## src/rtl/fact_pkg.sv

```systemverilog
// Shared definitions for the factorial subsystem: FSM state encoding,
// ALU operation codes and a small elaboration-time helper.
package fact_pkg;

    // Ceiling log2, used to size the state register from the state count.
    function automatic int clog2(input int value);
        int r;
        r = 0;
        for (int i = 0; i < 31; i++) begin
            if ((1 << i) < value) begin
                r = i + 1;
            end
        end
        return r;
    endfunction

    localparam int NUM_STATES = 5;
    localparam int STATE_W    = clog2(NUM_STATES);

    // Controller states; the encoding is fixed so the state value is stable
    // across builds and easy to decode on a probe.
    typedef enum logic [STATE_W-1:0] {
        S_IDLE  = STATE_W'(0),
        S_CHECK = STATE_W'(1),
        S_MULT  = STATE_W'(2),
        S_DEC   = STATE_W'(3),
        S_DONE  = STATE_W'(4)
    } state_e;

    // Datapath operation selected by the controller each cycle.
    typedef enum logic [1:0] {
        OP_PASS = 2'd0,
        OP_MUL  = 2'd1,
        OP_DEC  = 2'd2
    } alu_op_e;

endpackage

```

## src/rtl/fact_alu.sv

```systemverilog
// Combinational datapath of the factorial engine: ACC*N product with
// overflow detect, N-1 decrement and the N<=1 loop-exit compare.
module fact_alu
    import fact_pkg::*;
#(
    parameter int WIDTH = 8,
    parameter int IN_W  = 4
) (
    input  alu_op_e          op_i,
    input  logic [WIDTH-1:0] acc_i,
    input  logic [IN_W-1:0]  n_i,
    output logic [WIDTH-1:0] acc_o,
    output logic [IN_W-1:0]  n_o,
    output logic             ovf_o,
    output logic             n_le1_o
);

    logic [WIDTH+IN_W-1:0] prod;

    // Full-width product; any bit above WIDTH means this step overflowed.
    always_comb begin
        prod    = {{IN_W{1'b0}}, acc_i} * {{WIDTH{1'b0}}, n_i};
        acc_o   = acc_i;
        n_o     = n_i;
        ovf_o   = 1'b0;
        n_le1_o = (n_i <= IN_W'(1));
        case (op_i)
            OP_MUL: begin
                acc_o = prod[WIDTH-1:0];
                ovf_o = |prod[WIDTH+IN_W-1:WIDTH];
            end
            OP_DEC: begin
                n_o = n_i - IN_W'(1);
            end
            default: begin
            end
        endcase
    end

endmodule

```

## src/rtl/factorial_engine.sv

```systemverilog
// Self-sequenced factorial unit. A start pulse in IDLE captures n_i, the
// controller then loops CHECK -> MULT -> DEC until N<=1 and publishes the
// accumulated product and its sticky overflow flag on the edge into DONE.
//
// Handshake: start is sampled only while idle (busy=0); the edge that sees
// start=1 in IDLE accepts the request and captures n_i. busy stays high
// until the DONE cycle ends; done is a single-cycle pulse and result /
// overflow are valid from that cycle and held until the next done.
module factorial_engine
    import fact_pkg::*;
#(
    parameter int WIDTH    = 8,
    parameter int IN_W     = 4,
    parameter bit SATURATE = 1'b0
) (
    input  logic             clk,
    input  logic             rst_n,
    input  logic             start,
    input  logic [IN_W-1:0]  n_i,
    output logic             busy,
    output logic             done,
    output logic [WIDTH-1:0] result,
    output logic             overflow
);

    state_e           state_q, state_d;
    logic [IN_W-1:0]  n_q, n_d;
    logic [WIDTH-1:0] acc_q, acc_d;
    logic             ovf_q, ovf_d;
    logic [WIDTH-1:0] result_q, result_d;
    logic             overflow_q, overflow_d;

    alu_op_e          alu_op;
    logic [WIDTH-1:0] alu_acc;
    logic [IN_W-1:0]  alu_n;
    logic             alu_ovf;
    logic             alu_n_le1;

    fact_alu #(
        .WIDTH (WIDTH),
        .IN_W  (IN_W)
    ) u_alu (
        .op_i    (alu_op),
        .acc_i   (acc_q),
        .n_i     (n_q),
        .acc_o   (alu_acc),
        .n_o     (alu_n),
        .ovf_o   (alu_ovf),
        .n_le1_o (alu_n_le1)
    );

    // Next-state and datapath control; every register holds unless its state acts on it.
    always_comb begin
        state_d    = state_q;
        n_d        = n_q;
        acc_d      = acc_q;
        ovf_d      = ovf_q;
        result_d   = result_q;
        overflow_d = overflow_q;
        alu_op     = OP_PASS;
        case (state_q)
            S_IDLE: begin
                if (start) begin
                    n_d     = n_i;
                    acc_d   = WIDTH'(1);
                    ovf_d   = 1'b0;
                    state_d = S_CHECK;
                end
            end
            S_CHECK: begin
                if (alu_n_le1) begin
                    // Publish only here so partial products never reach the outputs.
                    result_d   = acc_q;
                    overflow_d = ovf_q;
                    state_d    = S_DONE;
                end else begin
                    state_d = S_MULT;
                end
            end
            S_MULT: begin
                alu_op = OP_MUL;
                ovf_d  = ovf_q | alu_ovf;
                // Once saturated the accumulator stays all-ones: any later
                // multiply by N>=2 overflows again and re-clamps.
                acc_d   = (SATURATE && ovf_d) ? {WIDTH{1'b1}} : alu_acc;
                state_d = S_DEC;
            end
            S_DEC: begin
                alu_op  = OP_DEC;
                n_d     = alu_n;
                state_d = S_CHECK;
            end
            S_DONE: begin
                state_d = S_IDLE;
            end
            default: begin
                state_d = S_IDLE;
            end
        endcase
    end

    // State, working registers and output register with asynchronous reset.
    always_ff @(posedge clk or negedge rst_n) begin
        if (!rst_n) begin
            state_q    <= S_IDLE;
            n_q        <= '0;
            acc_q      <= '0;
            ovf_q      <= 1'b0;
            result_q   <= '0;
            overflow_q <= 1'b0;
        end else begin
            state_q    <= state_d;
            n_q        <= n_d;
            acc_q      <= acc_d;
            ovf_q      <= ovf_d;
            result_q   <= result_d;
            overflow_q <= overflow_d;
        end
    end

    // Status and result outputs decoded straight from registers.
    always_comb begin
        busy     = (state_q != S_IDLE);
        done     = (state_q == S_DONE);
        result   = result_q;
        overflow = overflow_q;
    end

endmodule
```

## config.mk

```make
export PLATFORM = sky130hd
export DESIGN_NAME = factorial_engine
export DESIGN_NICKNAME = d
export VERILOG_FILES = /design/src/rtl/fact_pkg.sv /design/src/rtl/fact_alu.sv /design/src/rtl/factorial_engine.sv
export SDC_FILE = /design/constraint.sdc
export NUM_CORES = 1
export LEC_CHECK = 0
export CAP_MARGIN = 15
export CORE_ASPECT_RATIO = 0.75
export CORE_MARGIN = 2
export CORE_UTILIZATION = 40
export CTS_CLUSTER_DIAMETER = 150
export DETAILED_ROUTE_END_ITERATION = 10
export SLEW_MARGIN = 20
export SYNTH_ARGS = -nofsm -noshare
export SYNTH_HDL_FRONTEND = slang
export SYNTH_SLANG_ARGS = --single-unit
```

## constraint.sdc

```tcl
create_clock -name clk -period 3.9 [get_ports clk]
set_input_delay 0.78 -clock clk [delete_from_list [all_inputs] [get_ports clk]]
set_output_delay 0.78 -clock clk [all_outputs]
set_load 0.05 [all_outputs]
```

==> flow_summary.toml, run 1 <==
[layout]
nets = 266
multi_input_area_um2 = 1250
final_cell_mix = "25 x nand2_1, 25 x dfrtp_1, 23 x inv_1"
nFillCells = 476
n_antenna_cell = 0
area_delta_synth_final_pct = 13.0
regArea_um2 = 626
layout-drive-gt1-share_pct = 7.46

[floorplan]
coreArea_um2 = 4840
die_y_um = 65.3
ios = 18
dieArea_um2 = 5600
initial_core_util_pct = 41.3
rows = 22
die_x_um = 85.7

[grt]
antenna_found_initial = 0
grt_max_degree = 26
grt_pass1_vias = 1404
grt_pass1_wl_um = 6770
grt_usage_pct = 15.6
grt_overflow = 0

[pwr]
peakVddDrop_v = 0.000397
leakage_nw = 1.13
cellPowerDensity_nw_per_um2 = 849
p_int_mw = 0.968
seq_power_share_pct = 27.5
netSwitchingFraction_pct = 49.6
clock_power_share_pct = 8.0
p_sw_mw = 0.954
pwr-share-comb_pct = 64.5

[setup_path]
worst_ep_arrival_time_ns = 3.42
cp_data_required_time_ns = 4.04
critPathMaxFanout = 11
rrSetupSlack_ns = 0.62
end_kind = "flop"
r2r_start = "n_q[3]$_DFFE_PN0P_"
cp-start-kind = "flop"
startpoint = "n_q[3]$_DFFE_PN0P_"
worst-setup-path-type = "reg -> reg"

[detailed_routing]
wire_per_inst_um = 13.5
antenna_left = 0
initialDrtViolationCount = 79
routed_wl_um = 3890
via_per_inst = 5.04
dr.pass1.iters = 4
drc = 0
vias = 1451

[placement]
hpwlAfterDp_um = 3010
portBuffers = 17
place.gp.congestion = 0.866
pre_cts_ws_ns = 0.622

[sta]
layout_setup_ws_ns = 0.624
setup_tns_ns = 0
grt_setup_unrepaired = "no"
max_freq_ghz = 0.305
finalCritPeriodShare_pct = 84.0
slew_headroom_pct = 57.7
fin_skew_ns = 0.0119
hold_violations = 0
finalSetupViolations = 0
worst_slew_pin_slew_ns = 0.634
period_needed_ns = 3.28
final-max-slew-violation-count = 0

[clocking]
cts_buffers = 3
insertion_delay_ns = 0.27
path_clk_slew_ns = 0.09
cts_buffer_depth = 2
post_cts_buffers = 0
hold_buffers = 0
clock-sinks = 25
cts_tree = "yes"
cts_resized = 0
h-tree-depth = 1
root_buffer = "clkbuf_8"

[logic_synthesis]
ys_ff_latch = 25
yosysWarnings = 0
synth_fp_nets = 251
netlist_instances = 214
netlist_area_um2 = 2000
ys_types = 36
syn_area_per_cell_um2 = 9.36
yosysSeqAreaShare_pct = 31.2

[run]
cap_violations = 0

[outcome]
status = "finished clean"

[min_path]
hp-start = "result[3]$_DFFE_PN0P_"
hold_path.class = "reg -> reg"
## per-stage QoR
| stage | utilization (%) | cell area [um2] | hold WS, ns | power [mW] | instances |
|---|---|---|---|---|---|
| 2_1_floorplan | - | 2000 | 0.484 | 1.47 | 214 |
| 3_3_place_gp | 45.8 | 2220 | 0.496 | 1.77 | 284 |
| 3_5_place_dp | 45.8 | 2220 | 0.495 | 1.78 | 284 |
| 4_1_cts | 46.7 | 2260 | 0.523 | 1.94 | 288 |
| 5_1_grt | 46.7 | 2260 | 0.539 | 2.13 | 288 |
| 6_report | 46.7 | 2260 | 0.516 | 1.92 | 288 |
## worst max-delay path, stage by stage, from the launching register on
cell	delay (ns)
dfrtp_1	0.53
nand2_1	0.13
fa_1	0.54
inv_1	0.05
fa_1	0.54
ha_1	0.34
a211oi_1	0.30
o21bai_1	0.15
o21ai_0	0.24
mux2i_1	0.21
a41oi_1	0.11
## logic make-up after synthesis
family,share of synthesized area (%)
AND/OR/NAND/NOR,17.8
AO/OA/AOI/OAI,12.6
buffers and inverters,6.43
flip-flops,31.2
XOR/XNOR,0.875
adder cells (fa/ha/maj),23.2
multiplexers,7.81
## registers in the layout (all words and copies together) (netlist names)
signal and flops:
acc_q 8, result 8, n_q 4, state_q 3
overflow 1, ovf_q 1
## cell type report
class / instances / share of cell area [%]
Multi-Input combinational cell: 157 / 55.2
Tap cell: 60 / 3.32
Clock buffer: 3 / 1.82
Timing Repair Buffer: 18 / 7.85
Inverter: 24 / 3.98
Clock inverter: 1 / 0.221
Sequential cell: 25 / 27.6
## cell usage after synthesis
cell       instances  area (um2)
nor4_1             1        6.26
nor3b_1            1        7.51
o32ai_1            1        8.76
xor2_1             1        8.76
xnor2_1            1        8.76
o21bai_1           2        15.0
and3_1             1        6.26
or2_2              1        6.26
inv_1             23        86.3
clkbuf_1           6        22.5
a211o_1            1        8.76
a21o_1             3        22.5
nand2b_1           1        6.26
nor3_1             2        10.0
o31ai_1            1        7.51
fa_1              12         240
a21oi_1            8        40.0
a41oi_1            1        8.76
and2_1            18         113
mux2_2             1        11.3
a211oi_1           4        30.0
o21ai_0           18        90.1
ha_1              18         225
nand2_1           25        93.8
dfrtp_1           25         626
buf_6              1        11.3
mux2_4             9         135
nand3b_1           3        22.5
inv_2              1        3.75
nor2_1            10        37.5
nand3_1            8        40.0
mux2i_1            1        10.0
a2111oi_0          1        8.76
a31oi_1            2        12.5
clkbuf_2           1        5.00
or4_1              1        7.51
## power groups by stage
stage	combinational, mW	sequential [mW]	clock (mW)
after floorplan	0.903	0.567	0
after global placement	1.24	0.533	0
after detailed placement	1.25	0.529	0
after CTS	1.25	0.527	0.164
after global routing	1.40	0.553	0.176
final	1.24	0.528	0.154
## layer usage
layer / track usage (%) / up-vias / routed length (um)
met4: 1.79 / 0 / 19
met5: 0 / - / 0
met2: 23.9 / 21 / 1530
li1: - / 746 / -
met3: 3.64 / 5 / 149
met1: 23.1 / 679 / 2190
## path summary, 6_finish.rpt
kind | end | cells past startpoint
hold reg to reg | result[3]$_DFFE_PN0P_ | 1
max in group asynchronous | n_q[3]$_DFFE_PN0P_ | 2
min in group asynchronous | state_q[1]$_DFFE_PN0P_ | 2
setup / recovery | ovf_q$_DFFE_PN0P_ | 10
hold / removal | result[3]$_DFFE_PN0P_ | 1
setup reg to reg | ovf_q$_DFFE_PN0P_ | 10
No activity file was read; power rests on OpenSTA's default activity.
==> run 2: changes to the inputs <==
clock period = 3.1 ns   (was 3.9 ns; I/O delays follow)
==> run 2 against run 1 <==
Setup slack lost 0.48 ns. Maximum frequency is 11% higher. Flip-flop and latch count is the same. Highest routed layer unchanged. First-iteration DRC count shrank 10%. Combinational power increased by 55%. Register-to-register slack lost 0.48 ns. Clock-buffer cell count up 1. Critical path depth grew 1.
==> flow_summary.toml, run 2 (synthesis results as in run 1) <==
[outcome]
status = "finished clean"

[layout]
layout-drive-gt1-share_pct = 17.0
final_cell_mix = "25 x nand2_1, 24 x dfrtp_1, 23 x inv_1"
final_common_cell = "nand2_1"
area_delta_synth_final_pct = 20.6
nFillCells = 458
design_area_um2 = 2420
nets = 279
n_antenna_cell = 0
fin_cells = 301

[grt]
busiest_layer = "met1"
grt_usage_pct = 17.1
antenna_found_initial = 0
grt_pass1_vias = 1473
use_met2_pct = 24.7
grt_overflow = 0
grt_use_met1_pct = 26.6
grt_max_degree = 26
gr-usage-met3_pct = 3.27
grt_pass1_wl_um = 7420

[sta]
layout_setup_ws_ns = 0.147
fin_skew_ns = 0.00936
max_freq_ghz = 0.339
period_needed_ns = 2.95
slew_headroom_pct = 57.8
worst_slew_pin_slew_ns = 0.634
finalSetupViolations = 0
whs_ns = 0.516
final-max-slew-violation-count = 0
finalCritPeriodShare_pct = 95.2
hold_violations = 0

[placement]
place.gp.congestion = 0.814
portBuffers = 17
hpwlAfterDp_um = 3260
dpl.cell_count = 296
pre_cts_ws_ns = -0.0198
placedInstanceArea_um2 = 2310

[setup_path]
r2r_cells = 11
critPathMaxFanout = 8
crit_path_top_delay_cell = "fa_1"
timing.rr.end = "ovf_q$_DFFE_PN0P_"
worst_ep_arrival_time_ns = 3.10
end_kind = "flop"
path_cells = "buf_6 > and2_1 > fa_1 > inv_1 > fa_1 > inv_1 > ha_2 > a211o_1 > o21ai_2 > mux2i_1 > a41oi_1"
worst-setup-path-type = "reg -> reg"
critPathTopFamily = "adder cells"
rrSetupSlack_ns = 0.15
max_stage_delay_ns = 0.53
cp_data_required_time_ns = 3.25
cp-start-kind = "flop"
r2r_start = "n_q[3]$_DFFE_PN0P_"
path_buf_inv = 3

[floorplan]
die_y_um = 65.3
ios = 18
coreArea_um2 = 4840
dieArea_um2 = 5600
rows = 22
die_x_um = 85.7
initial_core_util_pct = 41.3

[pwr]
report.power.total_mw = 2.72
peakVddDrop_v = 0.000470
cellPowerDensity_nw_per_um2 = 1130
leakage_nw = 1.19

[clocking]
cts_tree = "yes"
h-tree-depth = 1
path_clk_slew_ns = 0.09
hold_buffers = 0
clock-sinks = 25
root_buffer = "clkbuf_8"
cts_buffers = 3
cts_buffer_depth = 2
insertion_delay_ns = 0.27

[run]
cap_violations = 0

[min_path]
hold_end = "result[3]$_DFFE_PN0P_"
hold_path.class = "reg -> reg"
hold_path_depth = 1
hp-start = "result[3]$_DFFE_PN0P_"

[detailed_routing]
via_per_inst = 5.27
routed_wl_um = 4310
antenna_left = 0
wire_per_inst_um = 14.3
initialDrtViolationCount = 71
drc = 0
dr.pass1.iters = 4
vias = 1585
run 2: area by class of cell:
type	count	area, um2	share of cell area, %
Tap cell	60	75.1	3.11
Timing Repair Buffer	31	283	11.7
Multi-Input combinational cell	157	1300	53.7
Inverter	24	90.1	3.73
Sequential cell	25	627	25.9
Clock buffer	4	45.0	1.86
run 2: per-layer routing:
metal | vias up | share of wire, %
met5 | - | 0
met4 | 0 | 0.44
met3 | 2 | 5.0
met2 | 37 | 40
met1 | 765 | 54
li1 | 781 | -
run 2: report_power, final:
part / internal (mW) / switching (mW) / total [mW] / leakage, nW
logic: 0.854 / 1.06 / 1.92 / 0.848
registers: 0.463 / 0.141 / 0.604 / 0.316
clock network: 0.0921 / 0.107 / 0.199 / 0.0228
total: 1.41 / 1.31 / 2.72 / 1.19
run 2: stage by stage:
step,utilization (%),TNS (ns)
2_1_floorplan,-,0
3_3_place_gp,47.6,0
3_5_place_dp,47.6,-0.0198
4_1_cts,48.6,0
5_1_grt,49.9,-0.0113
6_report,49.9,0
run 2: worst max-delay path by stage:
stage | start | to | depth (start not counted)
global placement | n_q[2]$_DFFE_PN0P_ | ovf_q$_DFFE_PN0P_ | 11
floorplan | n_q[3]$_DFFE_PN0P_ | ovf_q$_DFFE_PN0P_ | 11
CTS | n_q[3]$_DFFE_PN0P_ | ovf_q$_DFFE_PN0P_ | 11
global route | n_q[2]$_DFFE_PN0P_ | acc_q[7]$_DFFE_PN0P_ | 10
finish | n_q[3]$_DFFE_PN0P_ | ovf_q$_DFFE_PN0P_ | 11
detailed placement | n_q[3]$_DFFE_PN0P_ | ovf_q$_DFFE_PN0P_ | 11
run 2: repair_timing:
action	in CTS	in global routing
setup buffers	0	1
gates cloned	0	0
resized for setup	1	21
pin swaps	0	6
endpoints found under the setup margin	1	2
==> run 3: changes to the inputs <==
clock period = 3.5 ns   (was 3.1 ns; I/O delays follow)
==> run 3 against run 2 <==
Design area decreased by 6.2%. Maximum frequency decreased by 9.3%. Sequential share of layout area increased by 1.8 points. Final cell count decreased by 4.3%. Clock-buffer cell count decreased by 1. First-iteration DRC count increased by 28%. Non-clock buffer count decreased by 13. Critical endpoint unchanged. Largest cell class unchanged. Highest routed layer unchanged.
==> flow_summary.toml, run 3 (synthesis results as in run 1) <==
[grt]
grt_overflow = 0
grt_max_degree = 26
grt_pass1_wl_um = 6910
grt_usage_pct = 15.8
grt_pass1_vias = 1426
antenna_found_initial = 0

[detailed_routing]
dr.pass1.iters = 5
via_per_inst = 5.22
drc = 0
routed_wl_um = 3950
wire_per_inst_um = 13.7
initialDrtViolationCount = 91
top_layer = "met4"
wl_met2_um = 1580
wirelength_met1_um = 2170
vias = 1504
antenna_left = 0
wl_met3_um = 192

[clocking]
cts_buffers = 3
h-tree-depth = 1
path_clk_slew_ns = 0.09
root_buffer = "clkbuf_8"
cts_tree = "yes"
hold_buffers = 0
post_cts_buffers = 0
cts_buffer_depth = 2
insertion_delay_ns = 0.28
clock-sinks = 25

[sta]
final-max-slew-violation-count = 0
fin_skew_ns = 0.0122
max_freq_ghz = 0.307
period_needed_ns = 3.25
slew_headroom_pct = 58.0
hold_violations = 0
finalCritPeriodShare_pct = 93.0
finalSetupViolations = 0
grt_setup_unrepaired = "no"
layout_setup_ws_ns = 0.246
whs_ns = 0.516
setup_tns_ns = 0
worst_slew_pin_slew_ns = 0.631

[pwr]
peakVddDrop_v = 0.000430
clock_power_share_pct = 8.1
netSwitchingFraction_pct = 49.8
p_sw_mw = 1.07
seq_power_share_pct = 27.4
leakage_nw = 1.13
p_int_mw = 1.08
cellPowerDensity_nw_per_um2 = 950
pwr-share-comb_pct = 64.5

[min_path]
hp-start = "result[3]$_DFFE_PN0P_"
hold_end = "result[3]$_DFFE_PN0P_"
hold_path_depth = 1
hold_path.class = "reg -> reg"

[setup_path]
end_kind = "flop"
cp_data_required_time_ns = 3.64
worst_ep_arrival_time_ns = 3.39
timing.rr.end = "ovf_q$_DFFE_PN0P_"
cp-start-kind = "flop"
crit_path_top_delay_cell = "fa_1"
max_stage_delay_ns = 0.53
rrSetupSlack_ns = 0.25
critPathMaxFanout = 11
path_cells = "and2_1 > fa_1 > inv_1 > fa_1 > inv_1 > ha_1 > o21ai_0 > o21bai_1 > o21ai_0 > mux2i_1 > a41oi_1"
worst-setup-path-type = "reg -> reg"
r2r_cells = 11
r2r_start = "n_q[3]$_DFFE_PN0P_"
path_buf_inv = 2
critPathTopFamily = "adder cells"

[floorplan]
ios = 18
rows = 22
die_x_um = 85.7
dieArea_um2 = 5600
die_y_um = 65.3
initial_core_util_pct = 41.3
coreArea_um2 = 4840

[layout]
multi_input_area_um2 = 1250
final_cell_mix = "25 x nand2_1, 23 x inv_1, 23 x dfrtp_1"
layout-drive-gt1-share_pct = 8.33
final_common_cell = "nand2_1"
nets = 266
area_delta_synth_final_pct = 13.1
regArea_um2 = 628
nFillCells = 467
fin_util_pct = 46.8
n_antenna_cell = 0

[run]
cap_violations = 0

[placement]
hpwlAfterDp_um = 3010
place.gp.congestion = 0.866
pre_cts_ws_ns = 0.208
portBuffers = 17

[outcome]
status = "finished clean"
run 3: metrics by stage:
| step | instances | instance area, um2 | total power, mW |
|---|---|---|---|
| CTS | 288 | 2260 | 2.17 |
| finish | 288 | 2270 | 2.15 |
| floorplan | 214 | 2000 | 1.64 |
| global route | 288 | 2270 | 2.38 |
| detailed placement | 284 | 2220 | 1.98 |
| global placement | 284 | 2220 | 1.97 |
run 3: how the worst max path moves through the flow:
stage	depth (start not counted)	to	start
after floorplan	11	ovf_q$_DFFE_PN0P_	n_q[3]$_DFFE_PN0P_
after global placement	10	ovf_q$_DFFE_PN0P_	n_q[3]$_DFFE_PN0P_
after detailed placement	10	ovf_q$_DFFE_PN0P_	n_q[3]$_DFFE_PN0P_
after CTS	10	ovf_q$_DFFE_PN0P_	n_q[3]$_DFFE_PN0P_
after global routing	10	ovf_q$_DFFE_PN0P_	n_q[1]$_DFFE_PN0P_
final	11	ovf_q$_DFFE_PN0P_	n_q[3]$_DFFE_PN0P_
run 3: timing repair:
action / 4_1_cts / 5_1_grt
setup endpoints to repair: 0 / 1
endpoints found under the hold margin: 0 / 0
resized for setup: 0 / 2
run 3: metal layers:
layer | track usage, % | vias up
met4 | 1.79 | 0
li1 | - | 747
met1 | 23.3 | 731
met2 | 24.5 | 24
met5 | 0 | -
met3 | 3.64 | 2
run 3: area by class of cell:
class                           instances  share of cell area (%)
Tap cell                               60                    3.31
Clock buffer                            3                    1.82
Timing Repair Buffer                   18                    7.84
Sequential cell                        25                    27.7
Clock inverter                          1                   0.221
Multi-Input combinational cell        157                    55.1
Inverter                               24                    3.98
run 3: power groups by stage:
stage / clock, mW / sequential, mW / combinational [mW]
final: 0.174 / 0.590 / 1.39
after global routing: 0.199 / 0.617 / 1.57
after CTS: 0.185 / 0.586 / 1.40
after detailed placement: 0 / 0.589 / 1.39
after global placement: 0 / 0.594 / 1.38
after floorplan: 0 / 0.632 / 1.01
==> patch (settings of run 1) <==
`IN_W` is set to 4 in 2 places; all go to 3.
--- a/src/rtl/fact_alu.sv
+++ b/src/rtl/fact_alu.sv
@@ -4,7 +4,7 @@
     import fact_pkg::*;
 #(
     parameter int WIDTH = 8,
-    parameter int IN_W  = 4
+    parameter int IN_W  = 3
 ) (
     input  alu_op_e          op_i,
     input  logic [WIDTH-1:0] acc_i,
--- a/src/rtl/factorial_engine.sv
+++ b/src/rtl/factorial_engine.sv
@@ -10,7 +10,7 @@
     import fact_pkg::*;
 #(
     parameter int WIDTH    = 8,
-    parameter int IN_W     = 4,
+    parameter int IN_W     = 3,
     parameter bit SATURATE = 1'b0
 ) (
     input  logic             clk,
Ports: changed (resized n_i); port bits go from 18 to 17. The function was not compared with the original's and may differ.
==> patch against run 1 <==
Wire length decreased by 20%; power decreased by 23%; core utilization increased by 2.0 points; sequential cell count decreased by 1; synthesized area decreased by 23%; cell count decreased by 22%; setup slack improved by 500 ps; design area decreased by 21%.
==> patch: results (changes against run 1) <==
stage;metric;value;unit;change
clock_tree;CTS H-tree depth;1;;unchanged
synth;Distinct cells, synth;33;;-8.3%
synth;Synth area leaders;dfrtp_1 39%, fa_1 9.1%, ha_1 9.0%;;
global_routing;global-route met2 utilization;0.236;;-0.00323
cells_and_area;Total Nets Final;200;;-25%
global_routing;Total GRT Usage;0.167;;+0.0113
place;pre-CTS WS;1160;ps;+542 ps
place;gpl congestion;0.854;;-1.4%
global_routing;met1 usage;0.269;;+0.0383
drt;Metal-1 WL;1590;µm;-28%
drt;DR WL/cell;13.8;µm;+2.0%
power;maximum vdd drop;0.000282;V;-29%
place;DPL Wire Length;2540;µm;-16%
global_routing;GR Util met3;0.0157;;-0.0208
drt;DR iter-0 viols;92;;+16%
setup_path;crit path max fanout;12;;+1
place;Placed Area;1740;µm²;-22%
global_routing;vias in the first global route;1106;;-21%
global_routing;first-pass GRT wire length;5400;µm;-20%
clock_tree;number of setup buffers added after CTS;0;;unchanged
sta;Rel. slew slack;0.544;;-0.0328
drt;final wirelength;3120;µm;-20%
global_routing;pin count of the biggest net entering global routing;25;;-3.8%
clock_tree;worst-case clock buffer depth;2;;unchanged
clock_tree;latest clock arrival within the worst-skew pair;260;ps;
hold_path;Hold Crit Class;in -> async;;
sta;Final Skew;6.88;ps;-5.04 ps
synth;Post-Synthesis Cells;160;;-25%
synth;Seq/Total Area, Yosys;0.391;;+0.0783
place;number of port buffers;16;;-1
cells_and_area;ratio of cells with drive above 1 in the final layout;0.0402;;-0.0343
setup_path;Setup crit start;n_q[2]$_DFFE_PN0P_;;
drt;WL met2;1410;µm;-8.0%
power;LEAKAGE;0.000881;µW;-22%
place;DP Cell Count;223;;-21%
synth;syn nets;184;;-27%
setup_path;CP Data Arrival Time;2900;ps;-520 ps
drt;via/cell ratio;5.06;;+0.47%
synth;commonest cells in the netlist;30 x nand2_1, 24 x dfrtp_1, 17 x inv_1;;
run_status;outcome;complete, no violations;;
drt;WL met3;74;µm;-50%
-- patch: cell count changes after synthesis, sizes merged, moves of 5 or more --
cell,delta
o21ai,-8
nand3,-6
ha,-7
inv,-6
and2,-12
fa,-5
nand2,+5
-- patch: report_power, final --
group | internal (µW) | switching [µW] | total, µW
Clock | 68.9 | 72.6 | 142
Combinational | 331 | 525 | 856
Sequential | 352 | 138 | 490
-- patch: worst paths after layout --
kind                                              end  slack [ps]  depth (start not counted)
worst max-delay path                ovf_q$_DFFE_PN0P_        1130                         11
worst min-delay path               n_q[0]$_DFFE_PN0P_         490                          1
worst max register to register      ovf_q$_DFFE_PN0P_        1130                         11
worst min register to register  result[5]$_DFFE_PN0P_         490                          1
max in group asynchronous       result[6]$_DFFE_PN0P_        3050                          1
min in group clk                result[5]$_DFFE_PN0P_         490                          1
-- patch: critical path: stages, from the launching register on --
cell and delay, ps:
dfrtp_1 580, nand2_1 140, fa_1 490, inv_1 70, ha_1 220, inv_1 70, fa_1 400, inv_1 80
a21o_1 130, a41o_1 200, xnor2_1 120, a41oi_1 130
-- patch: cells by family (layout without fill, tap and decap cells) --
group           count (synthesis)  in the layout  synth area share
simple gates                   50             50             0.152
compound gates                 32             32             0.129
buf+inv                        23             37            0.0594
flops                          24             24             0.391
mux                             9              9            0.0659
xor+xnor                        4              4            0.0228
fa+ha+maj                      18             18             0.181
-- patch: area by class of cell --
| cell class | count | area (µm²) |
|---|---|---|
| Multi-Input combinational cell | 113 | 855 |
| Tap cell | 52 | 65.1 |
| Inverter | 18 | 67.6 |
| Sequential cell | 24 | 601 |
| Fill cell | 359 | 1880 |
| Timing Repair Buffer | 16 | 155 |
| Clock buffer | 3 | 41.3 |
